==> config.mk <==
export PLATFORM = sky130hd
export DESIGN_NAME = mem_ctrl
export DESIGN_NICKNAME = d
export VERILOG_FILES = /design/src/rtl/mem_ctrl_pkg.sv /design/src/rtl/mem_ctrl_arb.sv /design/src/rtl/mem_ctrl.sv
export SDC_FILE = /design/constraint.sdc
export NUM_CORES = 1
export LEC_CHECK = 0
export CAP_MARGIN = 10
export CORE_ASPECT_RATIO = 0.5
export CORE_MARGIN = 1
export CORE_UTILIZATION = 47
export DETAILED_ROUTE_END_ITERATION = 16
export PLACE_DENSITY_LB_ADDON = 0.1
export SLEW_MARGIN = 15
export SYNTH_ARGS = -nofsm -noshare
export SYNTH_HDL_FRONTEND = slang
export SYNTH_SLANG_ARGS = --single-unit
==> constraint.sdc <==
create_clock -name clk_in -period 4.45 [get_ports clk_in]
set_clock_uncertainty 0.05 [all_clocks]
set_input_delay 0.6675 -clock clk_in [delete_from_list [all_inputs] [get_ports clk_in]]
set_output_delay 0.6675 -clock clk_in [all_outputs]
set_load 0.02 [all_outputs]
==> src/rtl/mem_ctrl_pkg.sv <==
// mem_ctrl_pkg: shared types and constants for the byte-serial memory controller.
//   state_e      controller FSM encoding (IDLE/READ/WRITE)
//   PORT_*       requester indices used by the arbiter and grant register
//   LEN_*        access length codes in bytes
//   req_t        request payload captured from the granted port
//   len_bytes()  maps a length code onto the number of byte cycles to run
package mem_ctrl_pkg;

  localparam int unsigned ADDR_W   = 32;
  localparam int unsigned DATA_W   = 32;
  localparam int unsigned LEN_BITS = 3;
  localparam int unsigned CNT_W    = 3;

  typedef enum logic [1:0] {
    ST_IDLE  = 2'd0,
    ST_READ  = 2'd1,
    ST_WRITE = 2'd2
  } state_e;

  localparam logic PORT_IF  = 1'b0;
  localparam logic PORT_MEM = 1'b1;

  localparam logic [LEN_BITS-1:0] LEN_B = 3'd1;
  localparam logic [LEN_BITS-1:0] LEN_H = 3'd2;
  localparam logic [LEN_BITS-1:0] LEN_W = 3'd4;

  typedef logic [3:0][7:0] word_bytes_t;

  typedef struct packed {
    logic                we;
    logic [ADDR_W-1:0]   addr;
    logic [DATA_W-1:0]   wdata;
    logic [LEN_BITS-1:0] len;
  } req_t;

  // 1, 2 and 3 run as-is; every other code becomes a full word.
  function automatic logic [CNT_W-1:0] len_bytes(input logic [LEN_BITS-1:0] len);
    case (len)
      LEN_B:   len_bytes = CNT_W'(LEN_B);
      LEN_H:   len_bytes = CNT_W'(LEN_H);
      3'd3:    len_bytes = CNT_W'(3);
      default: len_bytes = CNT_W'(LEN_W);
    endcase
  endfunction

endpackage

==> src/rtl/mem_ctrl_arb.sv <==
// mem_ctrl_arb: two-way arbiter with a last-grant register.
// Build option: define MEM_CTRL_RR_EN for round-robin on ties; otherwise
// port 1 (memory stage) always wins a tie.
//   clk_i, rst_i  clock, synchronous active-high reset
//   en_i          a grant is taken this cycle if any request is present
//   req_i         request per port, index = PORT_IF / PORT_MEM
//   grant_c_o     combinational winner index
//   valid_c_o     combinational "some port is requesting"
//   last_o        registered index of the most recently granted port
module mem_ctrl_arb
  import mem_ctrl_pkg::*;
(
  input  logic       clk_i,
  input  logic       rst_i,
  input  logic       en_i,
  input  logic [1:0] req_i,
  output logic       grant_c_o,
  output logic       valid_c_o,
  output logic       last_o
);

  logic last_q;

  assign valid_c_o = |req_i;
  assign last_o    = last_q;

  // Winner selection; a lone requester always wins.
  always_comb begin
    grant_c_o = last_q;
    if (req_i[PORT_MEM] && req_i[PORT_IF]) begin
`ifdef MEM_CTRL_RR_EN
      grant_c_o = ~last_q;
`else
      grant_c_o = PORT_MEM;
`endif
    end else if (req_i[PORT_MEM]) begin
      grant_c_o = PORT_MEM;
    end else if (req_i[PORT_IF]) begin
      grant_c_o = PORT_IF;
    end
  end

  // Reset to PORT_IF so the first round-robin tie goes to the memory stage.
  always_ff @(posedge clk_i) begin
    if (rst_i) begin
      last_q <= PORT_IF;
    end else if (en_i && valid_c_o) begin
      last_q <= grant_c_o;
    end
  end

endmodule

==> src/rtl/mem_ctrl.sv <==
// mem_ctrl: shares a byte-wide RAM bus between instruction fetch (port 0,
// read-only) and the memory stage (port 1, load/store). Each 1/2/3/4-byte
// access is split into byte cycles; reads are assembled little-endian.
// Build option: MEM_CTRL_RR_EN selects round-robin arbitration (see mem_ctrl_arb).
//   clk_in, rst_in, rdy_in           clock, sync active-high reset, global enable
//   if_re/addr/len -> if_rdata/done/busy          port 0
//   mem_re/we/addr/wdata/len -> mem_rdata/done/busy  port 1
//   ram_din -> ram_dout/ram_a/ram_wr               RAM bus (1-cycle read latency)
module mem_ctrl
  import mem_ctrl_pkg::*;
(
  input  logic                clk_in,
  input  logic                rst_in,
  input  logic                rdy_in,
  input  logic                if_re,
  input  logic [ADDR_W-1:0]   if_addr,
  input  logic [LEN_BITS-1:0] if_len,
  output logic [DATA_W-1:0]   if_rdata,
  output logic                if_done,
  output logic                if_busy,
  input  logic                mem_re,
  input  logic                mem_we,
  input  logic [ADDR_W-1:0]   mem_addr,
  input  logic [DATA_W-1:0]   mem_wdata,
  input  logic [LEN_BITS-1:0] mem_len,
  output logic [DATA_W-1:0]   mem_rdata,
  output logic                mem_done,
  output logic                mem_busy,
  input  logic [7:0]          ram_din,
  output logic [7:0]          ram_dout,
  output logic [ADDR_W-1:0]   ram_a,
  output logic                ram_wr
);

  state_e            state_q;
  logic              grant_q;
  logic [ADDR_W-1:0] base_q;
  logic [CNT_W-1:0]  cnt_q;
  logic [CNT_W-1:0]  n_q;
  word_bytes_t       wdata_q;
  word_bytes_t       buf_q;
  word_bytes_t       buf_d;
  logic [DATA_W-1:0] if_rdata_q;
  logic [DATA_W-1:0] mem_rdata_q;
  logic              if_done_q;
  logic              mem_done_q;
  logic              if_busy_q;
  logic              mem_busy_q;
  logic [ADDR_W-1:0] ram_a_q;
  logic [7:0]        ram_dout_q;
  logic              ram_wr_q;

  req_t              if_req_c;
  req_t              mem_req_c;
  req_t              sel_req_c;
  logic [1:0]        req_vec_c;
  logic              grant_c;
  logic              valid_c;
  logic [CNT_W-1:0]  cnt_inc_c;

  // A port whose done is showing is not re-granted in that same cycle.
  assign req_vec_c[PORT_IF]  = if_re & ~if_done_q;
  assign req_vec_c[PORT_MEM] = (mem_re | mem_we) & ~mem_done_q;
  assign cnt_inc_c           = cnt_q + CNT_W'(1);

  // Request payloads; port 0 never writes.
  always_comb begin
    if_req_c        = '0;
    if_req_c.addr   = if_addr;
    if_req_c.len    = if_len;
    mem_req_c       = '0;
    mem_req_c.we    = mem_we;
    mem_req_c.addr  = mem_addr;
    mem_req_c.wdata = mem_wdata;
    mem_req_c.len   = mem_len;
    sel_req_c       = (grant_c == PORT_MEM) ? mem_req_c : if_req_c;
  end

  // ram_din carries the byte addressed in the previous READ cycle.
  always_comb begin
    buf_d = buf_q;
    if (cnt_q != '0) begin
      buf_d[2'(cnt_q - CNT_W'(1))] = ram_din;
    end
  end

  mem_ctrl_arb u_arb (
    .clk_i     (clk_in),
    .rst_i     (rst_in),
    .en_i      (rdy_in && (state_q == ST_IDLE)),
    .req_i     (req_vec_c),
    .grant_c_o (grant_c),
    .valid_c_o (valid_c),
    .last_o    (grant_q)
  );

  // Controller FSM with registered bus and port outputs; rdy_in low freezes all.
  always_ff @(posedge clk_in) begin
    if (rst_in) begin
      state_q     <= ST_IDLE;
      base_q      <= '0;
      cnt_q       <= '0;
      n_q         <= '0;
      wdata_q     <= '0;
      buf_q       <= '0;
      if_rdata_q  <= '0;
      mem_rdata_q <= '0;
      if_done_q   <= 1'b0;
      mem_done_q  <= 1'b0;
      if_busy_q   <= 1'b0;
      mem_busy_q  <= 1'b0;
      ram_a_q     <= '0;
      ram_dout_q  <= '0;
      ram_wr_q    <= 1'b0;
    end else if (rdy_in) begin
      if_done_q  <= 1'b0;
      mem_done_q <= 1'b0;
      case (state_q)
        ST_IDLE: begin
          if (valid_c) begin
            base_q     <= sel_req_c.addr;
            n_q        <= len_bytes(sel_req_c.len);
            cnt_q      <= '0;
            wdata_q    <= sel_req_c.wdata;
            buf_q      <= '0;
            ram_a_q    <= sel_req_c.addr;
            if_busy_q  <= (grant_c == PORT_IF);
            mem_busy_q <= (grant_c == PORT_MEM);
            if (sel_req_c.we) begin
              state_q    <= ST_WRITE;
              ram_wr_q   <= 1'b1;
              ram_dout_q <= sel_req_c.wdata[7:0];
            end else begin
              state_q    <= ST_READ;
            end
          end
        end
        ST_READ: begin
          cnt_q   <= cnt_inc_c;
          buf_q   <= buf_d;
          ram_a_q <= base_q + ADDR_W'(cnt_inc_c);
          if (cnt_q == n_q) begin
            state_q    <= ST_IDLE;
            if_busy_q  <= 1'b0;
            mem_busy_q <= 1'b0;
            if (grant_q == PORT_MEM) begin
              mem_rdata_q <= buf_d;
              mem_done_q  <= 1'b1;
            end else begin
              if_rdata_q  <= buf_d;
              if_done_q   <= 1'b1;
            end
          end
        end
        ST_WRITE: begin
          if (cnt_inc_c == n_q) begin
            state_q    <= ST_IDLE;
            ram_wr_q   <= 1'b0;
            if_busy_q  <= 1'b0;
            mem_busy_q <= 1'b0;
            mem_done_q <= (grant_q == PORT_MEM);
            if_done_q  <= (grant_q == PORT_IF);
          end else begin
            cnt_q      <= cnt_inc_c;
            ram_a_q    <= base_q + ADDR_W'(cnt_inc_c);
            ram_dout_q <= wdata_q[2'(cnt_inc_c)];
          end
        end
        default: state_q <= ST_IDLE;
      endcase
    end
  end

  // Strobes are masked while frozen; the held values reappear once rdy_in returns.
  assign ram_wr    = ram_wr_q & rdy_in;
  assign if_done   = if_done_q & rdy_in;
  assign mem_done  = mem_done_q & rdy_in;
  assign ram_a     = ram_a_q;
  assign ram_dout  = ram_dout_q;
  assign if_rdata  = if_rdata_q;
  assign mem_rdata = mem_rdata_q;
  assign if_busy   = if_busy_q;
  assign mem_busy  = mem_busy_q;

endmodule

* Yosys cells after proc, flatten, opt, wreduce, memory -nomap -nowiden
Index checks and enable logic that the tools add are counted.
** Storage, ports and cells
- Register bits :: 214
- Output and inout port bits :: 109
- RAM bits :: 0
- Memories kept :: 0
- Logic and storage cells :: 114
- Input bits :: 116
- Bits in latches :: 0
- ROM bits :: 0
** Cells by class
- Equal/unequal tests :: 12
- Add/subtract/negate cells :: 3
- Divide/modulo/power cells :: 0
- Order comparisons :: 3
- $mul :: 0
- Reduce and logical (&&, ||, !) cells :: 19
- Muxes and demuxes :: 45
- Shift operators :: 0
- Bitwise operators :: 10
** Operators with widths (count)
- 32-bit 2-to-1 mux :: 4
- 32-bit case mux with 3 select lines :: 1
- 68-bit 2-to-1 mux :: 1
- 32-bit case mux with 2 select lines :: 1
- 8-bit 2-to-1 mux :: 5
- 32-bit by 3-bit adder with 32-bit output :: 1
- 32-bit bitwise mux :: 1
- 3-bit case mux with 3 select lines :: 2
- 8-bit binary-select mux with 2-bit select :: 1
- 8-bit demux with 2-bit select :: 1
- 8-bit case mux with 2 select lines :: 1
- 4-bit AND reduction :: 4
- 1-bit 2-to-1 mux :: 15
- 5-bit AND reduction :: 3
- 2-bit 2-to-1 mux :: 4
- 2-bit != test, second input constant :: 4
- 3-bit by 2-bit equality test with 1-bit output, second input constant :: 2
- 3-bit equality test :: 2
- 2-bit by 3-bit < comparator with 1-bit output, second input constant :: 2
- 3-bit 2-to-1 mux :: 2
- 1-bit case mux with 2 select lines :: 3
- 1-bit case mux with 3 select lines :: 2
- 2-bit case mux with 3 select lines :: 1
- 3-bit AND reduction :: 2
- other kinds (15) :: 27

* Logic depth before layout (Yosys ltp)
Gate-level depths: netlist of run 1.
- Word-level depth :: 9
- Gate-level depth with buffers :: 12

* Hierarchy
From an unflattened synthesis of run 1, not the netlist that was laid out.
** Unflattened totals
- Cell total of the unflattened synthesis :: 1097
- Area, all modules :: 9631.7 µm²
** Modules (own cells, without submodules)
- mem_ctrl :: area each 9570.4 µm², instances 1, cells each 1090, sequential area each 4264.1 µm²
- mem_ctrl_arb :: area each 61.3 µm², instances 1, cells each 7, sequential area each 20.0 µm²

* Worst setup path before layout of run 1
No wires, ideal clock.
- Kind :: register to register
- Start :: register cnt_q[0]
- End :: register ram_a_q[24] (netlist: ram_a[24])
- Arrival :: 3213 ps
- Setup slack :: 1069 ps
- Setup time :: 117 ps
- Cell stages (with the launch flop) :: 13
- Path buffers :: 3
- Path through :: dfxtp_1 -> buf_2 -> inv_1 -> ha_1 -> clkbuf_1 -> inv_1 -> fa_1 -> nor2b_1 -> clkbuf_1 -> o211ai_1 -> nor3_1 -> mux2_2 -> a32o_1
** Between the ends
- Cells in the longest elaborated chain, start to end :: 4
- Elaborated cells between the ends (all ways) :: 7
- Those cells by class :: add/sub (2); eq/ne (2); mux (2); reduce/logical (1)
** RTL lines
- from (decl) :: RTL line mem_ctrl.sv:38 : logic [CNT_W-1:0] cnt_q;
- from (signal assigned) :: RTL line mem_ctrl.sv:139 : cnt_q <= cnt_inc_c;
- from (signal assigned) :: RTL line mem_ctrl.sv:164 : cnt_q <= cnt_inc_c;
- 3-bit by 1-bit adder with 3-bit output (*) :: RTL line mem_ctrl.sv:64 : assign cnt_inc_c = cnt_q + CNT_W'(1);
- 32-bit by 3-bit adder with 32-bit output or 3-bit equality test (tied branches) :: RTL line mem_ctrl.sv:141, mem_ctrl.sv:165, mem_ctrl.sv:156
- 32-bit 2-to-1 mux or 2-bit != test (tied branches)
- 32-bit case mux with 3 select lines or 4-bit AND reduction (tied branches)
- to (signal assigned) :: RTL line mem_ctrl.sv:126 : ram_a_q <= sel_req_c.addr;
- to (signal assigned) :: RTL line mem_ctrl.sv:141 : ram_a_q <= base_q + ADDR_W'(cnt_inc_c);
- to (signal assigned) :: RTL line mem_ctrl.sv:165 : ram_a_q <= base_q + ADDR_W'(cnt_inc_c);
- to (decl) :: RTL line mem_ctrl.sv:49 : logic [ADDR_W-1:0] ram_a_q;
Mark *: on every way between the ends. The rest lies on a longest branch, timed or not. The select of a mux whose other input is x is not followed.
A chain may end at the register's enable or synchronous reset.

* Final worst setup path of run 1
- Start :: register cnt_q[1]
- End :: register ram_a_q[24] (netlist: ram_a[24])
The elaborated chain is that of the path after synthesis.

==> flow_summary.ini, run 1 <==
[run_status]
status = finished clean

[global_route]
grt_overflow = 0
grt_pass1_vias = 8853
antenna_found_initial = 0
grt.busiest_layer = met2
use_met1_pct = 35.1
grt_pass1_wl_um = 46500
grt_max_degree = 96
gr-usage-met2_pct = 43.1
met3_usage_pct = 6.10
grtUsageTotal_pct = 26.1

[die]
chipWidth_um = 208
core_area_um2 = 20700
initial_utilization_pct = 48.3
ioPinCount = 225
die_h_um = 105
std_cell_rows = 37
dieArea_um2 = 21900

[timing]
hold_viol = 0
period_share_pct = 76.0
worst_slack_ps = 1070
final-max-slew-violation-count = 0
finalCriticalPeriod_ps = 3380
tightest_slew_ps = 1100
rsz0062_at_grt = false
max_freq_mhz = 296
setup_tns_ps = 0
setup_viol_count_final = 0
relSlewSlack_pct = 26.8

[logic_synthesis]
synthArstFlopShare_pct = 0
ys_warn_count = 0
synth_top_area_cell = dfxtp_1
yosysSeqAreaShare_pct = 42.9
synth_edf_count = 0
synth.top_cell.area_share_pct = 42.9
yosys.area_share.simple_pct = 18.5
synthTopCellsByArea = dfxtp_1 43%, a211oi_1 6.4%, nor2_1 6.2%
synth_compound_area_share_pct = 21.1
synthXorXnorAreaFrac_pct = 1.72
synth_top_family_by_area = compound AO/OA/AOI/OAI gates
synth_mux_area_share_pct = 8.77
synthesis.area_um2 = 9990
ys_ff_latch = 214
synth.avg_cell_area_um2 = 8.73
synth_fa_ha_area_share_pct = 1.83
ys_types = 67
synthCells = 1144
ys.flop_type = dfxtp_1
synth_nets = 1274

[worst_setup_path]
worstPathRequired_ps = 4800
path_max_fanout = 12
r2r_slack_ps = 1070
crit_end = ram_a[24]
worstSetupPathType = reg -> reg
setup.worst_path.end_class = register
reg2reg_from = cnt_q[1]
critPathLaunchType = register
crit_arrival_ps = 3730
reg2reg_depth = 9
timing.rr.end = ram_a[24]
startpoint = cnt_q[1]

[worst_hold_path]
worstHoldStart = wdata_q[31]
hold_class = reg -> reg

[routing]
ant_nets = 0
drt_wl_total_um = 29200
routed-via-count = 9196
wire_per_inst_um = 18.3
first_pass_iters = 5
first_iter_violations = 622
vias_per_cell = 5.75
drc_errors = 0

[cells_and_area]
area_growth_pct = 30.2
diodes = 0
final_area_um2 = 13000
final_nets = 1442
multi_input_area_um2 = 5220
fillers = 1774
regArea_um2 = 4280
layout-drive-gt1-share_pct = 6.26
final_util_pct = 62.8

[placed_design]
hpwl_um = 20200
dpl_worst_slack_ps = 1120
place_area_um2 = 12400
io_buffers = 224
place_congestion = 0.865

[cts]
cts_buffer_depth = 3
cts_resized = 0
clock_latency_ps = 510
htreeDepth = 1
cts_sinks = 214
clk_pin_slew_ps = 70
cts-root-buf = clkbuf_16
cts_buffers = 20
post-cts-setup-buffers = 0
cts_tree = done
hold_buffers = 0

[pwr]
leakagePower_nw = 4.75
ir_drop_mv = 0.285
p_per_area_nw_per_um2 = 374

[run]
drv_cap = 0
## final cells by class
type | count | share of cell area, %
multi-input cells | 804 | 40.1
flip-flops and latches | 214 | 32.9
repair buffers | 242 | 18.4
clock buffers | 29 | 4.49
well taps | 273 | 2.63
inverters | 30 | 0.866
clock inverters | 6 | 0.539
## synthesized netlist by cell type (all sizes together) (2+ instances only)
cell	number
nor2	165
o311ai	2
a22oi	35
nand2	109
mux2i	56
nand4	10
mux2	12
a31oi	3
and3	6
nor3	24
a2111o	3
ha	13
a211oi	85
a311o	2
a211o	2
nor4	3
a2111oi	5
a21oi	52
o31ai	13
o211ai	21
and2	6
mux4	8
nand2b	11
o2111ai	2
a32o	10
o211a	3
xnor2	12
a31o	4
nor2b	4
inv	30
o21ai	20
buf	30
o31a	2
o41ai	3
xor2	5
a311oi	15
and4	5
clkbuf	66
or4	8
dfxtp	214
nand3	46
or3	5
## per-stage QoR
step           power, mW  instances  hold WS, ps
2_1_floorplan       2.75       1144          379
3_3_place_gp        3.13       1563          388
3_5_place_dp        3.15       1563          394
4_1_cts             4.88       1598          402
5_1_grt             5.08       1598          416
6_report            4.86       1598          401
## power by group
group | internal (mW) | leakage [nW] | total [mW] | switching, mW
combinational | 0.425 | 2.68 | 0.968 | 0.543
sequential | 2.04 | 1.74 | 2.15 | 0.105
clock | 0.977 | 0.324 | 1.74 | 0.765
total | 3.44 | 4.75 | 4.86 | 1.41
## layer usage
layer / share of wire [%] / vias to the layer above
li1: - / 4500
met1: 45 / 4391
met2: 47 / 272
met3: 6.8 / 33
met4: 1.4 / 0
met5: 0 / -
## state kept, by name, indices dropped and copies added (netlist names)
signal	cells
base_q	32
buf_q	32
cnt_q	3
if_busy	1
if_done_q	1
if_rdata	32
mem_busy	1
mem_done_q	1
mem_rdata	32
n_q	3
ram_a	32
ram_dout	8
ram_wr_q	1
state_q	2
u_arb.last_o	1
wdata_q	32
## critical path: stages (launching register included)
cell and delay [ps]:
dfxtp_1 460, inv_1 120, ha_1 620, inv_1 120, fa_1 440, nor2b_1 270
o211ai_1 300, nor3_1 310, mux2_2 370, a32o_1 200
## cells by family after synthesis
logic type                 Yosys count
DFF                                214
xor gates and xnor gates            18
muxes                               76
AOI/OAI and AO/OA                  291
and+or+nand+nor                    405
buffers and inverters              126
adders and majority gates           14
## worst min-delay path by stage
stage | to | cells past startpoint
final | wdata_q[31] | 2
after detailed placement | wdata_q[17] | 2
after global routing | wdata_q[17] | 2
after floorplan | wdata_q[24] | 2
after global placement | wdata_q[31] | 2
after CTS | wdata_q[31] | 2
## cell usage in the layout, fill, tap and decap left out, types with 18 or more instances in the layout
master / instances
clkdlybuf4s50_1: 223
dfxtp_1: 214
nor2_1: 165
nand2_1: 109
a211oi_1: 85
mux2i_1: 56
a21oi_1: 50
nand3_1: 46
a22oi_1: 35
inv_1: 29
nor3_1: 22
o211ai_1: 21
clkbuf_16: 20
o21ai_0: 18
Note: power is estimated with default switching activity, not from simulation.
==> run 2, diff against run 1 <==
==> constraint.sdc (replaced) <==
create_clock -name clk_in -period 3.15 [get_ports clk_in]
set_clock_uncertainty 0.05 [all_clocks]
set_input_delay 0.4725 -clock clk_in [delete_from_list [all_inputs] [get_ports clk_in]]
set_output_delay 0.4725 -clock clk_in [all_outputs]
set_load 0.02 [all_outputs]
==> flow_summary.ini, run 2 (synthesized netlist as in run 1, its figures left out) <==
[worst_setup_path]
setup.worst_path.end_class = register
cp_top_family = simple AND/OR/NAND/NOR gates
cpPeakStageDelay_ps = 560
critPathSlowestCell = or4b_4
critPathLaunchType = register
path_buf_inv = 1
path_max_fanout = 6
path_cells = inv_1 -> ha_1 -> ha_1 -> nand3_1 -> and2_1 -> or4b_4 -> or3_1 -> a32o_1
cp_common_cell = ha_1
crit_arrival_ps = 3270
worstPathRequired_ps = 3490
worstSetupPathType = reg -> reg

[cells_and_area]
area_growth_pct = 31.1
diodes = 0
final_nets = 1450
regArea_um2 = 4280
layout-drive-gt1-share_pct = 6.91
final_util_pct = 63.3
layout_common_cells = 223 x clkdlybuf4s50_1, 214 x dfxtp_1, 164 x nor2_1, 109 x nand2_1, 85 x a211oi_1
fillers = 1782
multi_input_area_um2 = 5220
layout_commonest_cell = clkdlybuf4s50_1

[die]
dieArea_um2 = 21900
die_h_um = 105
std_cell_rows = 37
ioPinCount = 225
chipWidth_um = 208
core_area_um2 = 20700
initial_utilization_pct = 48.3

[cts]
clk_pin_slew_ps = 70
cts_buffers = 20
cts_buffer_depth = 3
cts_tree = done
htreeDepth = 1
clock_latency_ps = 500
post-cts-setup-buffers = 0
hold_buffers = 0
cts_sinks = 214
cts_resized = 0
cts-root-buf = clkbuf_16

[routing]
ant_nets = 0
wire_per_inst_um = 17.7
routed-via-count = 9180
first_pass_iters = 5
vias_per_cell = 5.72
first_iter_violations = 574
drt_wl_total_um = 28400
drc_errors = 0

[global_route]
grt_overflow = 0
grt_max_degree = 83
grt_pass1_vias = 8864
grtUsageTotal_pct = 25.5
antenna_found_initial = 0
grt_pass1_wl_um = 45800

[timing]
period_share_pct = 92.9
tightest_slew_ps = 848
final-max-slew-violation-count = 0
max_freq_mhz = 342
rsz0062_at_grt = false
setup_viol_count_final = 0
finalCriticalPeriod_ps = 2930
relSlewSlack_pct = 42.9
setup_tns_ps = 0
hold_viol = 0

[worst_hold_path]
hold_class = in -> reg

[pwr]
p_per_area_nw_per_um2 = 521
leakagePower_nw = 4.79
ir_drop_mv = 0.302

[placed_design]
hpwl_um = 20000
io_buffers = 224
place_congestion = 0.838

[run_status]
status = finished clean

[run]
drv_cap = 0
[run 2: cell types whose count changed in the layout (fill, tap and decap cells not counted), sizes merged]
cell,change
inv,-1
clkinv,+2
clkinvlp,+1
clkbuf,-5
bufinv,+1
buf,+8
[run 2: routing by layer]
| metal | vias to the layer above | GRT usage (%) | part of all wire, % |
|---|---|---|---|
| li1 | 4505 | - | - |
| met1 | 4381 | 34.6 | 46 |
| met2 | 249 | 42.5 | 46 |
| met3 | 45 | 3.91 | 5.4 |
| met4 | 0 | 6.67 | 2.2 |
| met5 | - | 0 | 0 |
[run 2: worst reg2reg max path: stages, from the launching register on]
cell and delay, ps:
dfxtp_1 450, inv_1 120, ha_1 340, ha_1 290
nand3_1 200, and2_1 240, or4b_4 560, or3_1 330
a32o_1 240
[run 2: power by group]
| group | leakage, nW | internal, mW | switching (mW) |
|---|---|---|---|
| logic | 2.72 | 0.611 | 0.760 |
| registers | 1.74 | 2.88 | 0.151 |
| clock network | 0.318 | 1.38 | 1.04 |
[run 2: worst paths after layout]
path              slack (ps)          to  cells after the start      from
setup / recovery         220   ram_a[25]                      8  cnt_q[1]
hold / removal           350  state_q[1]                      2    rst_in
setup reg to reg         220   ram_a[25]                      8  cnt_q[1]
hold reg to reg          400    ram_a[0]                      2  ram_a[0]
[run 2: area by class of cell]
type	count	area share (%)
timing repair buffer	250	19.0
tap	273	2.61
multi-input combinational	804	39.9
inverter	30	0.860
sequential	214	32.7
clock inverter	9	0.831
clock buffer	24	4.09
[run 2: through the flow]
step	setup WS, ps	cells	instance area [um^2]	power (mW)	hold WS (ps)
detailed placement	108	1571	12400	4.46	395
global route	128	1604	13100	7.12	349
floorplan	7.95	1144	9990	3.88	379
finish	225	1604	13100	6.83	347
global placement	228	1571	12400	4.43	387
CTS	160	1604	13100	6.87	323
==> run 3, diff against run 2 <==
--- a/config.mk
+++ b/config.mk
@@ -5,6 +5,7 @@
 export SDC_FILE = /design/constraint.sdc
 export NUM_CORES = 1
 export LEC_CHECK = 0
+export ABC_AREA = 1
 export CAP_MARGIN = 10
 export CORE_ASPECT_RATIO = 0.5
 export CORE_MARGIN = 1
==> flow_summary.ini, run 3 <==
[run_status]
status = finished clean

[run]
drv_cap = 0

[routing]
ant_nets = 0
first_pass_iters = 5
vias_per_cell = 5.09
wire_per_inst_um = 15.0
first_iter_violations = 864
drc_errors = 0
routed-via-count = 10500
drt_wl_total_um = 30800

[pwr]
leakagePower_nw = 5.69
ir_drop_mv = 0.313
p_per_area_nw_per_um2 = 604

[worst_setup_path]
worstPathRequired_ps = 3460
cp_common_cell = nand2_1
critPathSlowestCell = fa_1
setup.worst_path.end_class = register
path_max_fanout = 8
r2r_slack_ps = 270
crit_arrival_ps = 3190
path_cells = inv_1 -> ha_1 -> clkinv_1 -> fa_1 -> inv_1 -> nand2_1 -> nand2_1 -> nand2_1 -> nor2_2 -> nand2_1 -> nand2_1 -> nand3_1 -> nand2_1 -> a21oi_1
reg2reg_depth = 14
cpPeakStageDelay_ps = 520
critPathLaunchType = register
worstSetupPathType = reg -> reg

[cells_and_area]
final_nets = 1877
layout_commonest_cell = nand2_1
area_growth_pct = 29.0
layout_common_cells = 455 x nand2_1, 223 x clkdlybuf4s50_1, 214 x dfxtp_1, 195 x nor2_1, 160 x inv_1
final_util_pct = 62.7
layout-drive-gt1-share_pct = 5.97
diodes = 0

[logic_synthesis]
synthTopCellsByCount = 455 x nand2_1, 214 x dfxtp_1, 198 x nor2_1, 160 x inv_1, 124 x a21oi_1
synth_edf_count = 0
synthCells = 1570
synth_top_area_cell = dfxtp_1
ys_warn_count = 0
synthesis.area_um2 = 10600
synthTopCellsByArea = dfxtp_1 40%, nand2_1 16%, nor2_1 7.0%
yosysSeqAreaShare_pct = 40.2
synth.most_common_cell = nand2_1
synth_nets = 1700
synth.top_cell.area_share_pct = 40.2
synthArstFlopShare_pct = 0
ys_types = 37
synth.avg_cell_area_um2 = 6.78
ys_ff_latch = 214
ys.flop_type = dfxtp_1

[cts]
cts_buffer_depth = 3
clock_latency_ps = 510
clk_pin_slew_ps = 70
htreeDepth = 1
cts_tree = done
cts_buffers = 21
cts_sinks = 214
cts-root-buf = clkbuf_16
hold_buffers = 0

[global_route]
antenna_found_initial = 0
grt_pass1_vias = 9656
grt_max_degree = 154
grt_pass1_wl_um = 49000
grt_overflow = 0
grtUsageTotal_pct = 25.9

[die]
core_area_um2 = 21900
ioPinCount = 225
initial_utilization_pct = 48.6
dieArea_um2 = 23300
chipWidth_um = 215
die_h_um = 108
std_cell_rows = 38

[timing]
rsz0062_at_grt = false
max_freq_mhz = 348
relSlewSlack_pct = 48.7
tightest_slew_ps = 769
setup_tns_ps = 0
period_share_pct = 91.3
setup_viol_count_final = 0
finalCriticalPeriod_ps = 2880
final-max-slew-violation-count = 0
hold_viol = 0

[placed_design]
place_congestion = 0.883
hpwl_um = 21500
io_buffers = 224

[worst_hold_path]
hold_depth = 2
hold_class = reg -> reg
-- run 3: cell types whose count changed in the layout (fill, tap and decap cells not counted), sizes merged, moves of 12 or more --
cell    before  now
o31ai       13    0
mux2i       56    1
o21ai       20  120
nand2      109  459
nand3       46   63
nor2       165  203
nor3        24    3
a211oi      85   72
o211ai      21    7
a311oi      15    0
a21oi       52  124
mux2        12    0
inv         30  167
a22oi       35    0
-- run 3: worst paths after layout --
| path | end | start |
|---|---|---|
| worst max-delay path | ram_a[30] | cnt_q[1] |
| worst min-delay path | buf_q[1] | buf_q[1] |
| worst max register to register | ram_a[30] | cnt_q[1] |
| worst min register to register | buf_q[1] | buf_q[1] |
-- run 3: cells by family after synthesis --
family | synth area share [%]
simple gates | 27.9
compound gates | 19.5
buf+inv | 9.79
flops | 40.2
fa+ha+maj | 1.72
xor+xnor | 0.740
mux | 0.0940
-- run 3: per-layer routing --
metal / routed length (um) / vias to the layer above / track usage (%)
met1: 13900 / 4747 / 34.2
met3: 1600 / 53 / 3.99
met2: 14600 / 296 / 44.5
met4: 665 / 0 / 6.43
met5: 0 / - / 0
li1: - / 5394 / -
-- run 3: area by class of cell --
class | count | area (um^2)
clock buffer | 29 | 626
clock inverter | 7 | 92.6
fill | 2047 | 8190
inverter | 167 | 629
multi-input combinational | 1103 | 5330
sequential | 214 | 4280
tap | 300 | 375
timing repair buffer | 240 | 2400
-- run 3: critical path: cells and delay by family (launching register included) --
family / cells / cell delay [ps]
adders and majority gates: 2 / 840
and+or+nand+nor: 8 / 840
buffers and inverters: 3 / 510
DFF: 1 / 430
AOI/OAI and AO/OA: 1 / 50
-- run 3: stage by stage --
step | total power [mW] | worst slack [ps] | cell area (um^2) | std cells | hold slack, ps
3_5_place_dp | 5.68 | 269 | 13000 | 2024 | 402
6_report | 8.29 | 274 | 13700 | 2060 | 413
2_1_floorplan | 4.80 | 447 | 10600 | 1570 | 386
5_1_grt | 8.73 | 13.3 | 13700 | 2060 | 425
3_3_place_gp | 5.65 | 419 | 13000 | 2024 | 397
4_1_cts | 8.33 | 233 | 13700 | 2060 | 413
-- run 3: timing repair --
item,4_1_cts,5_1_grt
buffers inserted,0,0
endpoints found under the setup margin,0,1
resized for setup,0,1
-- run 3: power by group --
part           switching (mW)  internal [mW]
registers               0.236           3.01
logic                    1.50          0.894
clock network            1.10           1.55
total                    2.84           5.45
==> variant 1: new RTL, settings of run 1 <==
`CNT_W`: 3 -> 6.
--- a/src/rtl/mem_ctrl_pkg.sv
+++ b/src/rtl/mem_ctrl_pkg.sv
@@ -9,7 +9,7 @@
   localparam int unsigned ADDR_W   = 32;
   localparam int unsigned DATA_W   = 32;
   localparam int unsigned LEN_BITS = 3;
-  localparam int unsigned CNT_W    = 3;
+  localparam int unsigned CNT_W    = 6;
 
   typedef enum logic [1:0] {
     ST_IDLE  = 2'd0,
Function: not settled (the Yosys comparison gave no result); the edit may change what the design does.
==> variant 1 against run 1 <==
Clock power increased by 5%; total power rose by 6.5%; core utilization down 1.3 points; cell count increased by 8.2%; sequential share of layout area fell by 2.5 points; global-route usage is 0.71 points higher; count of clock-buffer cells in the layout decreased by 2; wire length is 15% higher; worst setup slack worse by 0.25 ns; sequential cell count rose by 3; synthesized area increased by 13%; final area is 9.7% higher.
==> variant 1: results (changes against run 1) <==
<table>
<tr><th>Metric</th><th>Value</th></tr>
<tr><th colspan="2">Power</th></tr>
<tr><td>Worst vdd rail ir drop</td><td>0.236 mV (-17%)</td></tr>
<tr><td>Standby leakage power</td><td>5.08 nW (+7.1%)</td></tr>
<tr><th colspan="2">Logic synthesis</th></tr>
<tr><td>List of most frequent post-synthesis cells</td><td>dfxtp_1 (217), nor2_1 (142), nand2_1 (118)</td></tr>
<tr><td>Mean Syn Cell Area</td><td>8.96 µm² (+2.7%)</td></tr>
<tr><td>Number of nets produced by synthesis</td><td>1389 (+9.0%)</td></tr>
<tr><td>Number of distinct standard cells referenced by the synthesized netlist</td><td>82 (+22%)</td></tr>
<tr><td>Top cells by area in the synthesized netlist</td><td>dfxtp_1 (39%), a211oi_2 (5.9%), mux2i_1 (5.4%), nor2_1 (4.7%), nand2_1 (3.9%)</td></tr>
<tr><th colspan="2">Placed design</th></tr>
<tr><td>Worst Setup Slack post-DPL</td><td>0.940 ns (-0.179 ns)</td></tr>
<tr><td>Number of cells after detailed placement</td><td>1690 (+8.1%)</td></tr>
<tr><td>Dpl hpwl</td><td>23200 µm (+15%)</td></tr>
<tr><th colspan="2">Global routing</th></tr>
<tr><td>Met1 Use GR</td><td>36.1% (+0.94 points)</td></tr>
<tr><td>Met2 GRT Util</td><td>44.3% (+1.3 points)</td></tr>
<tr><td>GRT Total Usage</td><td>26.8% (+0.71 points)</td></tr>
<tr><td>Via count of the first global-routing pass</td><td>10100 (+14%)</td></tr>
<tr><td>Met3 track utilization from global routing</td><td>5.70% (-0.40 points)</td></tr>
<tr><td>Largest net degree at the start of global routing</td><td>79 (-18%)</td></tr>
<tr><td>Global-route wire length before repair</td><td>54000 µm (+16%)</td></tr>
<tr><th colspan="2">Routing</th></tr>
<tr><td>Routed via count divided by cell count</td><td>5.97 (+3.8%)</td></tr>
<tr><td>Avg WL per Cell</td><td>19.5 µm (+6.6%)</td></tr>
<tr><td>Detailed router's first-iteration violation count</td><td>940 (+51%)</td></tr>
<tr><td>Overall routed net length</td><td>33700 µm (+15%)</td></tr>
<tr><th colspan="2">STA</th></tr>
<tr><td>Slew at the pin closest to its max-slew limit</td><td>1.18 ns (+0.0800 ns)</td></tr>
<tr><th colspan="2">Worst setup path</th></tr>
<tr><td>Arrival time of data at the critical path endpoint</td><td>4.02 ns (+0.29 ns)</td></tr>
<tr><th colspan="2">Status</th></tr>
<tr><td>Outcome</td><td>finished, final reports clean</td></tr>
<tr><th colspan="2">Cells and area</th></tr>
<tr><td>Nets@finish</td><td>1538 (+6.7%)</td></tr>
<tr><td>Fraction of final layout cells with drive strength greater than 1</td><td>12.1% (+5.8 points)</td></tr>
<tr><td>Filler Cell Count</td><td>1976 (+11%)</td></tr>
<tr><th colspan="2">Clock tree</th></tr>
<tr><td>Number of CTS-inserted buffers</td><td>21 (+5.0%)</td></tr>
<tr><th colspan="2">Hold path</th></tr>
<tr><td>Hold_sp</td><td>wdata_q[26]</td></tr>
</table>
variant 1: changes by cell type after synthesis, moves of 7 or more:
cell / before / now
nor3_1: 22 / 12
a31oi_1: 3 / 17
a211oi_1: 85 / 40
buf_2: 18 / 31
a32o_1: 10 / 1
nand2_1: 109 / 118
o211a_1: 3 / 12
a211oi_2: 0 / 53
a311o_1: 2 / 9
nor2_1: 165 / 142
inv_1: 29 / 22
a31o_2: 4 / 12
o221ai_1: 1 / 8
variant 1: final timing paths:
check | end | slack [ns] | depth (start not counted)
max | ram_a[21] | 0.82 | 9
min reg2reg | wdata_q[26] | 0.40 | 2
max reg2reg | ram_a[21] | 0.82 | 9
min | wdata_q[26] | 0.40 | 2
variant 1: layout make-up:
type / count / area (µm²) / area share [%]
Multi-Input combinational cell: 892 / 6300 / 44.2
Sequential cell: 217 / 4340 / 30.5
Timing Repair Buffer: 250 / 2460 / 17.3
Clock buffer: 27 / 588 / 4.12
Tap cell: 307 / 384 / 2.69
Clock inverter: 11 / 91.3 / 0.640
Inverter: 24 / 90.1 / 0.632
Antenna cell: 1 / 2.50 / 0.0175
variant 1: worst max-delay path: stages, from the launching register on:
cell and delay (ns):
dfxtp_1 0.56, nand3_2 0.18, o21ai_0 0.46, nand2_1 0.21
ha_1 0.50, nor2_1 0.10, nand3b_2 0.46, or4_1 0.61
a311o_1 0.32, mux2i_1 0.11
variant 1: per-stage QoR:
stage,instance area [µm²],hold slack (ns)
5_1_grt,14300,0.425
6_report,14300,0.402
3_5_place_dp,13600,0.392
3_3_place_gp,13600,0.388
4_1_cts,14300,0.402
2_1_floorplan,11300,0.379
variant 1: layer usage:
layer	up-vias	share of wire (%)
li1	4964	-
met1	4973	46
met2	338	45
met3	51	6.4
met4	0	2.0
met5	-	0
variant 1: where the power goes:
group	total (W)	leakage [nW]	internal, W	switching [W]
combinational	0.00117	2.98	0.000493	0.000676
sequential	0.00219	1.77	0.00208	0.000112
clock	0.00182	0.332	0.000999	0.000816
variant 1: cell families after synthesis:
family          count (synthesis)  share of synthesized area [%]
compound gates                371                           26.9
buf+inv                       148                           5.92
flops                         217                           38.6
mux                            86                           8.72
xor+xnor                       13                           1.01
fa+ha+maj                      16                           1.84
simple gates                  406                           17.1
==> variant 2: new RTL, settings of run 1 <==
Without the edit above. Make the reset (`rst_i` and `rst_in`) asynchronous in 2 clocked blocks. Comments in the files are not updated.
--- a/src/rtl/mem_ctrl_arb.sv
+++ b/src/rtl/mem_ctrl_arb.sv
@@ -41,7 +41,7 @@
   end
 
   // Reset to PORT_IF so the first round-robin tie goes to the memory stage.
-  always_ff @(posedge clk_i) begin
+  always_ff @(posedge clk_i or posedge rst_i) begin
     if (rst_i) begin
       last_q <= PORT_IF;
     end else if (en_i && valid_c_o) begin
--- a/src/rtl/mem_ctrl.sv
+++ b/src/rtl/mem_ctrl.sv
@@ -95,7 +95,7 @@
   );
 
   // Controller FSM with registered bus and port outputs; rdy_in low freezes all.
-  always_ff @(posedge clk_in) begin
+  always_ff @(posedge clk_in or posedge rst_in) begin
     if (rst_in) begin
       state_q     <= ST_IDLE;
       base_q      <= '0;
Behaviour: not the same (Yosys sat finds a counterexample within 4 cycles, from zero or initial values and one cycle with rst_in high; the reset may be asserted at any time).
==> variant 2 against run 1 <==
Sequential cell count unchanged; via count decreased by 15%; synthesized area grew 3.4%; final area grew 3.9%; fmax is 3.1% lower; worst setup slack got worse by 0.11 ns; critical endpoint is now ram_a[18]; wire length fell by 11%.
Power is not compared: it rests on default switching activity, and its combinational part moved more than twofold at a synthesized area within 25%.
==> variant 2: results (changes against run 1) <==
<table>
<tr><th>Metric</th><th>Value</th></tr>
<tr><th colspan="2">Global routing</th></tr>
<tr><td>GRT Total Usage</td><td>23.7% (-2.4 points)</td></tr>
<tr><td>Met1 Use GR</td><td>34.0% (-1.2 points)</td></tr>
<tr><td>Global-route wire length before repair</td><td>42700 µm (-8.2%)</td></tr>
<tr><td>Via count of the first global-routing pass</td><td>7967 (-10%)</td></tr>
<tr><th colspan="2">Routing</th></tr>
<tr><td>Length of routed wiring on met1</td><td>12300 µm (-6.4%)</td></tr>
<tr><td>Avg WL per Cell</td><td>18.2 µm (-0.26%)</td></tr>
<tr><td>Total number of vias</td><td>7814 (-15%)</td></tr>
<tr><td>Metal3 WL</td><td>987 µm (-50%)</td></tr>
<tr><td>Detailed router's first-iteration violation count</td><td>461 (-26%)</td></tr>
<tr><td>Routed wire length on met2</td><td>12400 µm (-9.5%)</td></tr>
<tr><th colspan="2">Worst setup path</th></tr>
<tr><td>Delay of the slowest cell on the worst path</td><td>0.66 ns (+0.04 ns)</td></tr>
<tr><td>End of the critical path</td><td>ram_a[18]</td></tr>
<tr><td>Critical R2R Launch</td><td>cnt_q[0]</td></tr>
<tr><th colspan="2">STA</th></tr>
<tr><td>Crit path time final</td><td>3.49 ns (+0.108 ns)</td></tr>
<tr><td>Slew at the pin closest to its max-slew limit</td><td>1.11 ns (+0.00831 ns)</td></tr>
<tr><th colspan="2">Logic synthesis</th></tr>
<tr><td>Sequential fraction of the synthesis area</td><td>51.8% (+8.9 points)</td></tr>
<tr><td>Number of nets produced by synthesis</td><td>1048 (-18%)</td></tr>
<tr><td>List of most frequent post-synthesis cells</td><td>dfrtp_1 (214), nand2_1 (145), mux2_2 (114)</td></tr>
<tr><td>FFs w/ async S/R, synth</td><td>100% (+100 points)</td></tr>
<tr><th colspan="2">Cells and area</th></tr>
<tr><td>Fraction of final layout cells with drive strength greater than 1</td><td>16.4% (+10 points)</td></tr>
<tr><td>Nets@finish</td><td>1254 (-13%)</td></tr>
<tr><th colspan="2">Placed design</th></tr>
<tr><td>Final GP Congestion</td><td>0.856 (-0.94%)</td></tr>
<tr><td>Worst Setup Slack post-DPL</td><td>0.917 ns (-0.202 ns)</td></tr>
<tr><td>Number of cells after detailed placement</td><td>1394 (-11%)</td></tr>
<tr><th colspan="2">Status</th></tr>
<tr><td>Outcome</td><td>finished, final reports clean</td></tr>
<tr><th colspan="2">Hold path</th></tr>
<tr><td>Worst min-delay path category</td><td>input pin to asynchronous set/reset pin</td></tr>
</table>
-- variant 2: worst min-delay path by stage --
stage | endpoint | slack [ns] | cells after the start
after floorplan | wdata_q[24] | 0.39 | 2
after global placement | wdata_q[20] | 0.41 | 2
after detailed placement | wdata_q[30] | 0.42 | 2
after CTS | mem_busy | 0.41 | 2
after global routing | wdata_q[23] | 0.44 | 2
final | wdata_q[23] | 0.42 | 2
-- variant 2: cell families (layout without fill, tap and decap cells) --
kind of cell | count (synthesis) | after routing | share of synthesized area [%]
and+or+nand+nor | 245 | 245 | 11.2
DFF | 214 | 214 | 51.8
AOI/OAI and AO/OA | 187 | 187 | 11.9
muxes | 158 | 158 | 17.7
buffers and inverters | 70 | 289 | 2.89
xor gates and xnor gates | 30 | 30 | 2.70
adders and majority gates | 14 | 14 | 1.77
-- variant 2: area by class of cell --
cell class              instances  area [µm²]  share of cell area, %
well taps                     292         365                   2.70
clock buffers                  30         619                   4.58
flip-flops and latches        214        5360                   39.6
clock inverters                 5        52.6                  0.389
inverters                      16        63.8                  0.472
multi-input cells             634        4700                   34.8
repair buffers                238        2360                   17.5
-- variant 2: through the flow --
stage	utilization (%)	hold slack, ns
2_1_floorplan	-	0.395
3_3_place_gp	61.1	0.409
3_5_place_dp	61.1	0.418
4_1_cts	64.3	0.415
5_1_grt	64.3	0.440
6_report	64.3	0.418
-- variant 2: power by group --
| group | internal (W) | leakage [nW] | total [W] | switching [W] |
|---|---|---|---|---|
| Clock | 0.00102 | 0.331 | 0.00177 | 0.000751 |
| Sequential | 0.00262 | 2.80 | 0.00316 | 0.000534 |
| Combinational | 0.00172 | 2.80 | 0.00370 | 0.00198 |
| Total | 0.00537 | 5.93 | 0.00863 | 0.00326 |
